**src/rtl/key_mode_ctrl.sv**
```systemverilog
// rtl/key_mode_ctrl.sv - key-driven clock/alarm edit mode controller
//
// Sequences the clock-set and alarm-set fields from debounced one-cycle key
// pulses, owns the alarm time and alarm enable registers, and strobes a new
// time into the timekeeping counter when the clock fields are committed.
//
// Ports:
//   clk, rst_n            clock, asynchronous active-low reset
//   key_mode              advance IDLE->SET_HOUR->SET_MIN->ALM_HOUR->ALM_MIN->IDLE
//   key_up, key_down      step the active field (+1 / -1, wrapping)
//   key_alm               toggle alarm_en (IDLE only)
//   cur_hour, cur_min     running clock time, captured on entry to SET_HOUR
//   mode                  0 IDLE, 1 SET_HOUR, 2 SET_MIN, 3 ALM_HOUR, 4 ALM_MIN
//   edit_hour, edit_min   value being edited
//   blink                 field blink phase, 1 = show field
//   time_load             one-cycle strobe with time_hour/time_min
//   alarm_hour, alarm_min stored alarm time
//   alarm_en              alarm armed

module key_mode_ctrl #(
  parameter int unsigned TIMEOUT   = 500_000_000,
  parameter int unsigned BLINK_CYC = 25_000_000
) (
  input  logic       clk,
  input  logic       rst_n,
  input  logic       key_mode,
  input  logic       key_up,
  input  logic       key_down,
  input  logic       key_alm,
  input  logic [4:0] cur_hour,
  input  logic [5:0] cur_min,
  output logic [2:0] mode,
  output logic [4:0] edit_hour,
  output logic [5:0] edit_min,
  output logic       blink,
  output logic       time_load,
  output logic [4:0] time_hour,
  output logic [5:0] time_min,
  output logic [4:0] alarm_hour,
  output logic [5:0] alarm_min,
  output logic       alarm_en
);

  localparam int unsigned TO_W = $clog2(TIMEOUT + 1);
  localparam int unsigned BL_W = $clog2(BLINK_CYC + 1);
  localparam logic [TO_W-1:0] TO_LAST = TO_W'(TIMEOUT - 1);
  localparam logic [BL_W-1:0] BL_LAST = BL_W'(BLINK_CYC - 1);

  typedef enum logic [2:0] {
    S_IDLE     = 3'd0,
    S_SET_HOUR = 3'd1,
    S_SET_MIN  = 3'd2,
    S_ALM_HOUR = 3'd3,
    S_ALM_MIN  = 3'd4
  } mode_e;

  mode_e state_q, state_d;

  logic [4:0]      edit_hour_q, edit_hour_d;
  logic [5:0]      edit_min_q, edit_min_d;
  logic            blink_q, blink_d;
  logic            time_load_q, time_load_d;
  logic [4:0]      time_hour_q, time_hour_d;
  logic [5:0]      time_min_q, time_min_d;
  logic [4:0]      alarm_hour_q, alarm_hour_d;
  logic [5:0]      alarm_min_q, alarm_min_d;
  logic            alarm_en_q, alarm_en_d;
  logic [TO_W-1:0] to_cnt_q, to_cnt_d;
  logic [BL_W-1:0] bl_cnt_q, bl_cnt_d;

  logic any_key;
  logic in_edit;
  logic step_up;
  logic step_dn;
  logic timed_out;

  // key_mode beats up/down; up together with down cancels out.
  assign any_key   = key_mode | key_up | key_down | key_alm;
  assign in_edit   = (state_q != S_IDLE);
  assign step_up   = !key_mode && key_up && !key_down;
  assign step_dn   = !key_mode && key_down && !key_up;
  assign timed_out = in_edit && !any_key && (to_cnt_q == TO_LAST);

  function automatic logic [4:0] hour_inc(input logic [4:0] h);
    return (h >= 5'd23) ? 5'd0 : h + 5'd1;
  endfunction

  function automatic logic [4:0] hour_dec(input logic [4:0] h);
    return (h == 5'd0) ? 5'd23 : h - 5'd1;
  endfunction

  function automatic logic [5:0] min_inc(input logic [5:0] m);
    return (m >= 6'd59) ? 6'd0 : m + 6'd1;
  endfunction

  function automatic logic [5:0] min_dec(input logic [5:0] m);
    return (m == 6'd0) ? 6'd59 : m - 6'd1;
  endfunction

  // State register
  always_ff @(posedge clk or negedge rst_n) begin
    if (!rst_n) state_q <= S_IDLE;
    else        state_q <= state_d;
  end

  // Next-state logic
  always_comb begin
    state_d = state_q;
    if (key_mode) begin
      case (state_q)
        S_IDLE:     state_d = S_SET_HOUR;
        S_SET_HOUR: state_d = S_SET_MIN;
        S_SET_MIN:  state_d = S_ALM_HOUR;
        S_ALM_HOUR: state_d = S_ALM_MIN;
        default:    state_d = S_IDLE;
      endcase
    end else if (timed_out) begin
      state_d = S_IDLE;
    end
  end

  // Output logic: next values of every registered output and counter
  always_comb begin
    edit_hour_d  = edit_hour_q;
    edit_min_d   = edit_min_q;
    time_load_d  = 1'b0;
    time_hour_d  = time_hour_q;
    time_min_d   = time_min_q;
    alarm_hour_d = alarm_hour_q;
    alarm_min_d  = alarm_min_q;
    alarm_en_d   = alarm_en_q;
    blink_d      = blink_q;
    to_cnt_d     = to_cnt_q;
    bl_cnt_d     = bl_cnt_q;

    if (key_mode) begin
      case (state_q)
        S_IDLE: begin
          edit_hour_d = cur_hour;
          edit_min_d  = cur_min;
        end
        S_SET_MIN: begin
          // Commit the clock edit, then reuse the edit regs for the alarm.
          time_load_d = 1'b1;
          time_hour_d = edit_hour_q;
          time_min_d  = edit_min_q;
          edit_hour_d = alarm_hour_q;
          edit_min_d  = alarm_min_q;
        end
        S_ALM_MIN: begin
          alarm_hour_d = edit_hour_q;
          alarm_min_d  = edit_min_q;
        end
        default: ;
      endcase
    end else if (step_up || step_dn) begin
      case (state_q)
        S_SET_HOUR, S_ALM_HOUR:
          edit_hour_d = step_up ? hour_inc(edit_hour_q) : hour_dec(edit_hour_q);
        S_SET_MIN, S_ALM_MIN:
          edit_min_d = step_up ? min_inc(edit_min_q) : min_dec(edit_min_q);
        default: ;
      endcase
    end

    if (!in_edit && key_alm) alarm_en_d = ~alarm_en_q;

    if (!in_edit || any_key || (state_d != state_q)) to_cnt_d = '0;
    else                                             to_cnt_d = to_cnt_q + 1'b1;

    // Field stays visible in IDLE, on entering an edit state and while stepping.
    if ((state_d == S_IDLE) || (state_d != state_q) ||
        (in_edit && (key_up || key_down))) begin
      blink_d  = 1'b1;
      bl_cnt_d = '0;
    end else if (bl_cnt_q == BL_LAST) begin
      blink_d  = ~blink_q;
      bl_cnt_d = '0;
    end else begin
      bl_cnt_d = bl_cnt_q + 1'b1;
    end
  end

  // Datapath registers
  always_ff @(posedge clk or negedge rst_n) begin
    if (!rst_n) begin
      edit_hour_q  <= '0;
      edit_min_q   <= '0;
      blink_q      <= 1'b0;
      time_load_q  <= 1'b0;
      time_hour_q  <= '0;
      time_min_q   <= '0;
      alarm_hour_q <= '0;
      alarm_min_q  <= '0;
      alarm_en_q   <= 1'b0;
      to_cnt_q     <= '0;
      bl_cnt_q     <= '0;
    end else begin
      edit_hour_q  <= edit_hour_d;
      edit_min_q   <= edit_min_d;
      blink_q      <= blink_d;
      time_load_q  <= time_load_d;
      time_hour_q  <= time_hour_d;
      time_min_q   <= time_min_d;
      alarm_hour_q <= alarm_hour_d;
      alarm_min_q  <= alarm_min_d;
      alarm_en_q   <= alarm_en_d;
      to_cnt_q     <= to_cnt_d;
      bl_cnt_q     <= bl_cnt_d;
    end
  end

  assign mode       = state_q;
  assign edit_hour  = edit_hour_q;
  assign edit_min   = edit_min_q;
  assign blink      = blink_q;
  assign time_load  = time_load_q;
  assign time_hour  = time_hour_q;
  assign time_min   = time_min_q;
  assign alarm_hour = alarm_hour_q;
  assign alarm_min  = alarm_min_q;
  assign alarm_en   = alarm_en_q;

endmodule
```
**config.mk**
```make
export PLATFORM = sky130hd
export DESIGN_NAME = key_mode_ctrl
export DESIGN_NICKNAME = d
export VERILOG_FILES = /design/src/rtl/key_mode_ctrl.sv
export SDC_FILE = /design/constraint.sdc
export NUM_CORES = 1
export LEC_CHECK = 0
export ABC_AREA = 1
export BUFFER_PORTS_ARGS = -buffer_cell sky130_fd_sc_hd__buf_2
export CORE_MARGIN = 4
export CORE_UTILIZATION = 64
export CTS_CLUSTER_SIZE = 8
export DETAILED_ROUTE_END_ITERATION = 16
export GPL_TIMING_DRIVEN = 0
export HOLD_SLACK_MARGIN = 0.06
export PLACE_DENSITY_LB_ADDON = 0.12
export SLEW_MARGIN = 0
export SYNTH_ARGS = -nofsm -noshare
export SYNTH_HDL_FRONTEND = slang
export SYNTH_SLANG_ARGS = --single-unit
```
**constraint.sdc**
```tcl
create_clock -name clk -period 4.6 [get_ports clk]
set_clock_uncertainty 0.2 [all_clocks]
set_input_delay 0.69 -clock clk [delete_from_list [all_inputs] [get_ports clk]]
set_output_delay 0.69 -clock clk [all_outputs]
set_load 0.005 [all_outputs]
```
==> results.toml, run 1 <==
[placed_design]
dp.final_hpwl_um = 10860
place_congestion = 0.9529
port_buffers = 55
place_ws_ps = 2227

[synth]
synthTopCellsByArea = "dfrtp_1 42%, nand2_1 12%, nor2_1 8.8%, inv_1 5.9%, nand3_1 5.4%"
async_flop_share_pct = 100.0
synth_seq_cells = 93
synth_fp_nets = 799
yosysWarnings = 0
ys.flop_type = "dfrtp_1"
synth_seq_area_share_pct = 41.84
syn_area_mm2 = 0.005562
synth_cell_types = 31
synth_edf_count = 0
synth_cells = 775
syn_avg_cell_area_um2 = 7.176
synth_top_cell_area_share_pct = 41.84
synth_top_area_cell = "dfrtp_1"

[worst_setup_path]
cpMaxStageDelayCell = "dfrtp_1"
endpoint_kind = "flip-flop"
crit_fanout = 10
arrival_ps = 2320
critPathMaxStageDelay_ps = 420
cp-start-kind = "flip-flop"
critPathKind = "flip-flop to flip-flop"
cp.required_ps = 4620
cp_cell_sequence = "ha_1 > nand2_1 > nor2_4 > nand2_2 > nor2_1 > nand3_1 > o311ai_2 > buf_2 > nor3_1"

[clock_tree]
cts_resized = 0
cts_sinks = 93
clockBufferDepth = 2
clkSlewWorstSetupHoldPaths_ps = 100
htree_levels = 3
clockRootBuffer = "clkbuf_8"
post-cts-setup-buffer-count = 0
cts_buffers = 9
holdBufCountCts = 0
tritoncts = "yes"
worstSkewPairLatency_ps = 360

[floorplan]
die_area_mm2 = 0.01025
start_util_pct = 66.68
dieHeight_um = 101.2
core_mm2 = 0.008341
io_pins = 56
die_w_um = 101.2
rows = 33

[layout]
drive_gt1_share_pct = 11.57
fill_cells = 661
n_antenna_cell = 0
area_growth_pct = 12.01
nNetsFinal = 866
post-route-util_pct = 74.69

[min_path]
min_path_type = "input pin to async pin"

[detailed_routing]
drcViolationCount = 0
vias_per_cell = 5.682
dr_total_vias = 5409
drtPass1Iterations = 5
final_antenna_net_count = 0
wirelength_um = 14370
wl_per_cell_um = 15.10
drt-initial-drc-count = 300

[global_routing]
grt_max_degree = 49
grt_pass1_wl_um = 24290
grt.total_usage_pct = 29.34
antenna_found_initial = 1
grt_overflow = 0
grt_pass1_vias = 5236

[sta]
period_share_pct = 50.10
worst_slew_pin_slew_ps = 667.3
setup_ws_ps = 2296
fmax_mhz = 434.0
fin_tns_setup_ps = 0
fin_crit_ps = 2304
rsz0062_at_grt = "no"
maxSlewHeadroom_pct = 55.44
hold_viol = 0
maxSlewViolCount = 0
finalSetupViolCount = 0

[power]
total_power_mw = 2.706
p_per_area_mw_per_mm2 = 434.4
p_leak_nw = 2.744
irDropWorstVdd_mv = 0.3064

[job]
max_cap_viol_count = 0

[outcome]
outcome = "complete, no violations"
==> cells by family after synthesis <==
group                    Yosys count  share of synthesized area (%)
buffers and inverters            107                          7.806
XOR/XNOR                          40                          6.299
flip-flops                        93                          41.84
AO/OA/AOI/OAI                     75                          7.334
adder cells (fa/ha/maj)            7                          1.575
AND/OR/NAND/NOR                  453                          35.14
==> worst max-delay path: cells and delay by family (launching register included) <==
family	cells	cell delay (ps)
and+or+nand+nor	6	730
AOI/OAI and AO/OA	1	210
buffers and inverters	1	360
adders and majority gates	1	230
DFF	1	420
==> path summary, 6_finish.rpt <==
check	from	end	slack, ps	cells after the start
worst max-delay path	to_cnt_q[0]$_DFF_PN0_	bl_cnt_q[20]$_DFF_PN0_	2300	9
worst min-delay path	rst_n	to_cnt_q[10]$_DFF_PN0_	130	1
worst max register to register	to_cnt_q[0]$_DFF_PN0_	bl_cnt_q[20]$_DFF_PN0_	2300	9
worst min register to register	time_hour[3]$_DFFE_PN0P_	time_hour[3]$_DFFE_PN0P_	290	2
max in group asynchronous	rst_n	edit_hour[0]$_DFFE_PN0P_	3410	2
min in group clk	time_hour[3]$_DFFE_PN0P_	time_hour[3]$_DFFE_PN0P_	290	2
==> state kept, by name, summed over array words and instances (netlist names) <==
| signal | flops |
|---|---|
| mode | 3 |
| alarm_hour | 5 |
| time_load | 1 |
| alarm_en | 1 |
| time_hour | 5 |
| bl_cnt_q | 25 |
| to_cnt_q | 29 |
| edit_hour | 5 |
| blink | 1 |
| edit_min | 6 |
| alarm_min | 6 |
| time_min | 6 |
==> metrics by stage <==
step | area, um^2 | instances | hold WS [ps]
2_1_floorplan | 5562 | 775 | 194.4
3_3_place_gp | 5968 | 935 | 268.3
3_5_place_dp | 5998 | 936 | 269.8
4_1_cts | 6230 | 952 | 144.7
5_1_grt | 6230 | 952 | 165.9
6_report | 6230 | 952 | 131.0
==> synth_stat cells, types with 2 or more instances <==
master,n
o21ai_0,57
nand2_1,175
nor3_1,53
nor2_2,6
inv_1,87
nor2_4,3
o211ai_1,3
nand3b_1,3
nand4_1,17
nand3_2,2
clkbuf_1,7
a31oi_1,2
ha_1,7
nor2_1,131
xnor2_1,13
a22oi_1,2
buf_6,3
nand3_1,60
dfrtp_1,93
a21oi_1,7
buf_2,8
xor2_1,27
==> layout by cell type (no fill, tap or decap), drive strengths merged, types with 7 or more instances in the layout <==
| master | instances |
|---|---|
| xor2 | 27 |
| clkbuf | 17 |
| nand3 | 62 |
| nor2 | 140 |
| buf | 68 |
| ha | 7 |
| a21oi | 7 |
| nor3 | 53 |
| inv | 89 |
| o21ai | 57 |
| xnor2 | 13 |
| nand4 | 17 |
| dfrtp | 93 |
| nand2 | 176 |
==> area by class of cell <==
class / instances / area, um^2 / share of cell area (%)
Clock inverter: 6 / 93.84 / 1.506
Multi-Input combinational cell: 575 / 2800 / 44.95
Sequential cell: 93 / 2327 / 37.36
Clock buffer: 10 / 137.6 / 2.209
Tap cell: 105 / 131.4 / 2.109
Inverter: 88 / 330.3 / 5.302
Buffer: 19 / 103.9 / 1.667
Timing Repair Buffer: 56 / 305.3 / 4.901
==> report_power, final <==
part           total, mW  switching (mW)  internal [mW]  leakage (nW)
logic              0.948           0.591          0.358          1.40
clock network      0.626           0.301          0.325         0.113
registers           1.13           0.160          0.971          1.23
total               2.71            1.05           1.65          2.74
==> routing by layer <==
metal | vias to the layer above | global-route usage [%] | routed length (um)
met3 | 35 | 4.752 | 1079
met4 | 0 | 11.15 | 331
met2 | 218 | 46.63 | 6705
met1 | 2530 | 40.57 | 6255
li1 | 2626 | - | -
met5 | - | 0 | 0
Power figures use the tool's default switching activity.
==> run 2, diff against run 1 <==
- ABC_AREA: 1 -> 0
- CORE_UTILIZATION: 64 -> 53
- clock period: 4.6 -> 1.9 ns (I/O delays scaled with it)
==> results.toml, run 2 <==
[synth]
synth_top_area_cell = "dfrtp_1"
synthMuxAreaShare_pct = 7.616
synth_cell_types = 64
synth_fp_nets = 538
synth_top_family_by_area = "simple AND/OR/NAND/NOR gates"
async_flop_share_pct = 100.0
ys_top_cells_by_count = "93 x dfrtp_1, 68 x nor2_1, 36 x xor2_1"
synth_seq_area_share_pct = 45.99
yosysWarnings = 0
synthAdderAreaFrac_pct = 1.731
syn_avg_cell_area_um2 = 9.844
synth_compound_area_share_pct = 9.322
synth_cells = 514
synth-xor-area-share_pct = 9.174
yosysMostFrequentCell = "dfrtp_1"
synthSimpleGateAreaFrac_pct = 22.50
synthTopCellsByArea = "dfrtp_1 46%, mux2_2 6.2%, xor2_1 6.2%, nor2_1 5.0%, xnor2_1 2.9%"
synth_edf_count = 0
synth_top_cell_area_share_pct = 45.99
syn_area_mm2 = 0.005060
synth_seq_cells = 93
ys.flop_type = "dfrtp_1"

[sta]
worst_slew_pin_slew_ps = 674.9
finalSetupViolCount = 58
hold_viol = 0
period_share_pct = 111.1
fin_tns_setup_ps = -8479
fmax_mhz = 473.7
maxSlewViolCount = 0
setup_ws_ps = -211.2
fin_crit_ps = 2111
maxSlewHeadroom_pct = 54.63
rsz0062_at_grt = "yes"

[detailed_routing]
drtPass1Iterations = 5
drt-initial-drc-count = 151
dr_total_vias = 4361
wirelength_um = 13130
drcViolationCount = 0
vias_per_cell = 5.723
wl_per_cell_um = 17.23
final_antenna_net_count = 0

[floorplan]
dieHeight_um = 105.7
rows = 35
die_w_um = 105.7
start_util_pct = 54.50
io_pins = 56
die_area_mm2 = 0.01117
core_mm2 = 0.009284

[worst_setup_path]
cp-start-kind = "flip-flop"
arrival_ps = 2150
r2r_slack_ps = -210
r2r-end = "to_cnt_q[16]$_DFF_PN0_"
cp.required_ps = 1940
endpoint_kind = "flip-flop"
ff2ff_path_depth = 7
critPathKind = "flip-flop to flip-flop"
crit_fanout = 10
r2r-start = "to_cnt_q[0]$_DFF_PN0_"

[global_routing]
globalRouteMet1Util_pct = 29.84
grt.total_usage_pct = 23.18
use_met3_pct = 3.919
grt_pass1_wl_um = 21180
busiest_layer = "met2"
grt_max_degree = 51
antenna_found_initial = 0
grt_pass1_vias = 4376
grt.met2_usage_pct = 39.44
grt_overflow = 0

[clock_tree]
clockBufferDepth = 2
cts_buffers = 9
htree_levels = 3
worstSkewPairLatency_ps = 350
clkSlewWorstSetupHoldPaths_ps = 90
clockRootBuffer = "clkbuf_8"
tritoncts = "yes"
cts_sinks = 93

[layout]
reg_top3 = "to_cnt_q: 29 flops, bl_cnt_q: 25 flops"
largest_reg_flops = 29
nNetsFinal = 653
final_cell_area_mm2 = 0.006654
n_antenna_cell = 0
drive_gt1_share_pct = 39.34
fill_cells = 716
final_cell_mix = "81 x dfrtp_1, 56 x buf_2, 43 x buf_4, 42 x nor2_1, 36 x xor2_1"
final_common_cell = "dfrtp_1"
area_growth_pct = 31.50
post-route-util_pct = 71.67
regMostFlops = "to_cnt_q"

[job]
max_cap_viol_count = 0

[power]
seq_power_share_pct = 38.5
p_per_area_mw_per_mm2 = 1064
p_comb_share_pct = 43.0
internal_power_mw = 4.582
p_sw_share_pct = 35.32
total_power_mw = 7.083
p_leak_nw = 2.766
switchingPower_mw = 2.501
irDropWorstVdd_mv = 0.7475
clkPwrFrac_pct = 18.5

[min_path]
min_to = "to_cnt_q[12]$_DFF_PN0_"
min_path_cells = 3
min_from = "key_alm"
min_path_type = "input pin to flip-flop"

[placed_design]
place_area_mm2 = 0.005580
place_congestion = 0.8561
dp.final_hpwl_um = 8059
port_buffers = 55

[outcome]
violations = "negative setup slack"
outcome = "finished with violations"
-- run 2: cell families after synthesis --
kind of cell	count (synthesis)
and+or+nand+nor	216
AOI/OAI and AO/OA	68
buffers and inverters	42
DFF	93
xor gates and xnor gates	53
adders and majority gates	7
muxes	35
-- run 2: timing repair --
action | 4_1_cts | 5_1_grt
gates resized for setup | 75 | 71
pin swaps | 22 | 15
setup endpoints to repair | 86 | 83
buffers inserted | 31 | 14
hold buffers | 2 | 0
gates cloned | 3 | 2
hold endpoints to repair | 44 | 0
-- run 2: how the worst max path moves through the flow --
stage / from / cells past startpoint / end
global placement: rst_n / 1 / mode[1]$_DFF_PN0_
detailed placement: key_mode / 6 / time_hour[3]$_DFFE_PN0P_
global route: to_cnt_q[20]$_DFF_PN0_ / 6 / to_cnt_q[16]$_DFF_PN0_
floorplan: to_cnt_q[20]$_DFF_PN0_ / 6 / to_cnt_q[24]$_DFF_PN0_
finish: to_cnt_q[0]$_DFF_PN0_ / 7 / to_cnt_q[16]$_DFF_PN0_
CTS: to_cnt_q[17]$_DFF_PN0_ / 6 / to_cnt_q[20]$_DFF_PN0_
-- run 2: worst max-delay path: stages, from the launching register on --
cell and delay [ps]:
dfrtp_1 410, ha_4 170, and4_1 210, nand2_2 100, or4_4 590, nand2_4 120, buf_8 140, nor2_1 60
-- run 2: metrics by stage --
step | setup slack (ps) | hold slack (ps) | instances
6_report | -211.2 | 109.3 | 762
3_3_place_gp | -705.9 | 254.3 | 698
5_1_grt | -310.0 | 134.7 | 762
3_5_place_dp | -565.3 | 129.2 | 699
2_1_floorplan | -107.0 | -210.6 | 514
4_1_cts | -208.4 | 126.1 | 747
-- run 2: layer usage --
layer,vias to the layer above,share of wire [%]
li1,2054,-
met1,2148,43
met2,125,51
met3,34,4.5
met4,0,2.1
met5,-,0
-- run 2: final cells by class --
type / instances / area [um^2] / share of cell area, %
clock inverters: 4 / 48.80 / 0.7334
multi-input cells: 379 / 2983 / 44.83
flip-flops and latches: 93 / 2342 / 35.20
plain buffers: 22 / 171.4 / 2.576
well taps: 129 / 161.4 / 2.426
inverters: 17 / 63.81 / 0.9590
repair buffers: 107 / 742.0 / 11.15
clock buffers: 11 / 141.4 / 2.125
-- run 2: power by group through the flow --
stage / Clock, mW / Combinational, mW / Sequential, mW
floorplan: 0 / 1.44 / 2.74
global placement: 0 / 2.20 / 2.74
detailed placement: 0 / 2.24 / 2.77
CTS: 1.33 / 2.75 / 2.72
global route: 1.42 / 3.30 / 2.78
finish: 1.31 / 3.04 / 2.73
==> run 3, diff against run 2 <==
- SETUP_SLACK_MARGIN: unset -> 0.1
==> results.toml, run 3 (synthesized netlist as in run 2, its figures left out) <==
[worst_setup_path]
cp-startpoint = "to_cnt_q[0]$_DFF_PN0_"
crit_fanout = 6
r2r-start = "to_cnt_q[0]$_DFF_PN0_"
cp-start-kind = "flip-flop"
cp.required_ps = 1940
endpoint_kind = "flip-flop"
arrival_ps = 2170
critPathKind = "flip-flop to flip-flop"

[layout]
final_cell_mix = "79 x dfrtp_1, 55 x buf_2, 36 x buf_4, 35 x xor2_1, 28 x nor2_1"
drive_gt1_share_pct = 44.13
fill_cells = 597
largest_reg_flops = 29
final_common_cell = "dfrtp_1"
reg_top3 = "to_cnt_q: 29 flops, bl_cnt_q: 25 flops"
area_growth_pct = 39.47
nNetsFinal = 658
n_antenna_cell = 0
stdcell_count = 768
regMostFlops = "to_cnt_q"

[placed_design]
place_congestion = 0.8737
dp.final_hpwl_um = 8303
dp.cells = 699
port_buffers = 55

[sta]
finalSetupViolCount = 63
setup_ws_ps = -229.9
maxSlewHeadroom_pct = 58.32
fmax_mhz = 469.5
worst_slew_pin_slew_ps = 625.2
period_share_pct = 112.1
fin_crit_ps = 2130
rsz0062_at_grt = "yes"
maxSlewViolCount = 0
hold_viol = 0

[clock_tree]
clockBufferDepth = 2
clkSlewWorstSetupHoldPaths_ps = 100
cts_buffers = 9
cts_sinks = 93
htree_levels = 3
clockRootBuffer = "clkbuf_8"
tritoncts = "yes"
worstSkewPairLatency_ps = 360

[detailed_routing]
drtPass1Iterations = 7
wirelength_um = 13960
drt-initial-drc-count = 337
dr_total_vias = 4412
wl_per_cell_um = 18.18
final_antenna_net_count = 0
vias_per_cell = 5.745
drcViolationCount = 0

[global_routing]
antenna_found_initial = 0
grt_pass1_vias = 4271
grt.total_usage_pct = 23.24
grt_pass1_wl_um = 21090
grt_max_degree = 53
grt_overflow = 0

[floorplan]
core_mm2 = 0.009284
rows = 35
die_area_mm2 = 0.01117
die_w_um = 105.7
start_util_pct = 54.50
io_pins = 56
dieHeight_um = 105.7

[outcome]
outcome = "finished with violations"
violations = "negative setup slack"

[power]
total_power_mw = 7.544
irDropWorstVdd_mv = 0.9905
p_leak_nw = 2.968
p_per_area_mw_per_mm2 = 1069

[job]
max_cap_viol_count = 0

[min_path]
min_from = "cur_hour[1]"
min_path_type = "input pin to flip-flop"
run 3: cell types whose count changed in the layout (fill, tap and decap cells not counted), sizes merged:
cell,change
clkinv,-1
clkbuf,+7
run 3: what timing repair did:
action	in CTS	in global routing
setup buffers	30	14
hold endpoints to repair	42	0
hold buffers	2	0
setup endpoints to repair	86	91
cloned	2	6
pin swaps	26	23
resized for setup	89	109
run 3: final timing paths:
path                                                  to  slack (ps)  cells after the start
max in group asynchronous        edit_min[1]$_DFFE_PN0P_         580                      3
min in group asynchronous         to_cnt_q[26]$_DFF_PN0_         260                      2
worst max register to register    to_cnt_q[19]$_DFF_PN0_        -230                      8
worst max-delay path              to_cnt_q[19]$_DFF_PN0_        -230                      8
worst min-delay path            edit_hour[1]$_DFFE_PN0P_         130                      4
worst min register to register      alarm_en$_DFFE_PN0P_         290                      1
run 3: metrics by stage:
stage,TNS [ps],hold WS (ps),area [um^2],worst slack (ps),util (%)
2_1_floorplan,-3948,-210.6,5155,-107.0,-
3_3_place_gp,-70320,258.3,5592,-718.4,60.23
3_5_place_dp,-20520,115.8,5622,-424.0,60.55
4_1_cts,-6792,122.1,6419,-167.6,69.14
5_1_grt,-13070,160.9,7057,-265.1,76.01
6_report,-9678,133.3,7057,-229.9,76.01
run 3: cell type report:
class	count	area, um^2	area share (%)
Clock buffer	13	158.9	2.252
Sequential cell	93	2345	33.23
Tap cell	129	161.4	2.287
Timing Repair Buffer	109	849.6	12.04
Multi-Input combinational cell	379	3221	45.64
Clock inverter	3	43.79	0.6206
Inverter	17	63.81	0.9043
Buffer	25	214.0	3.032
run 3: metal layers:
layer,track usage [%],up-vias,part of all wire (%)
met4,7.123,0,2.1
li1,-,2063,-
met2,38.16,162,48
met3,2.878,24,4.5
met1,32.30,2163,45
met5,0,-,0
run 3: report_power, final:
group / internal [mW] / leakage (nW) / switching (mW)
combinational: 1.80 / 1.65 / 1.60
sequential: 2.37 / 1.21 / 0.398
clock: 0.683 / 0.104 / 0.696
total: 4.85 / 2.97 / 2.69
run 3: critical path: stages (launching register included):
cell and delay (ps):
dfrtp_1 370, buf_6 110, ha_4 140, and4_4 230, nand2_4 50, or4_4 600
nand2_8 130, clkbuf_16 160, nor2_2 40
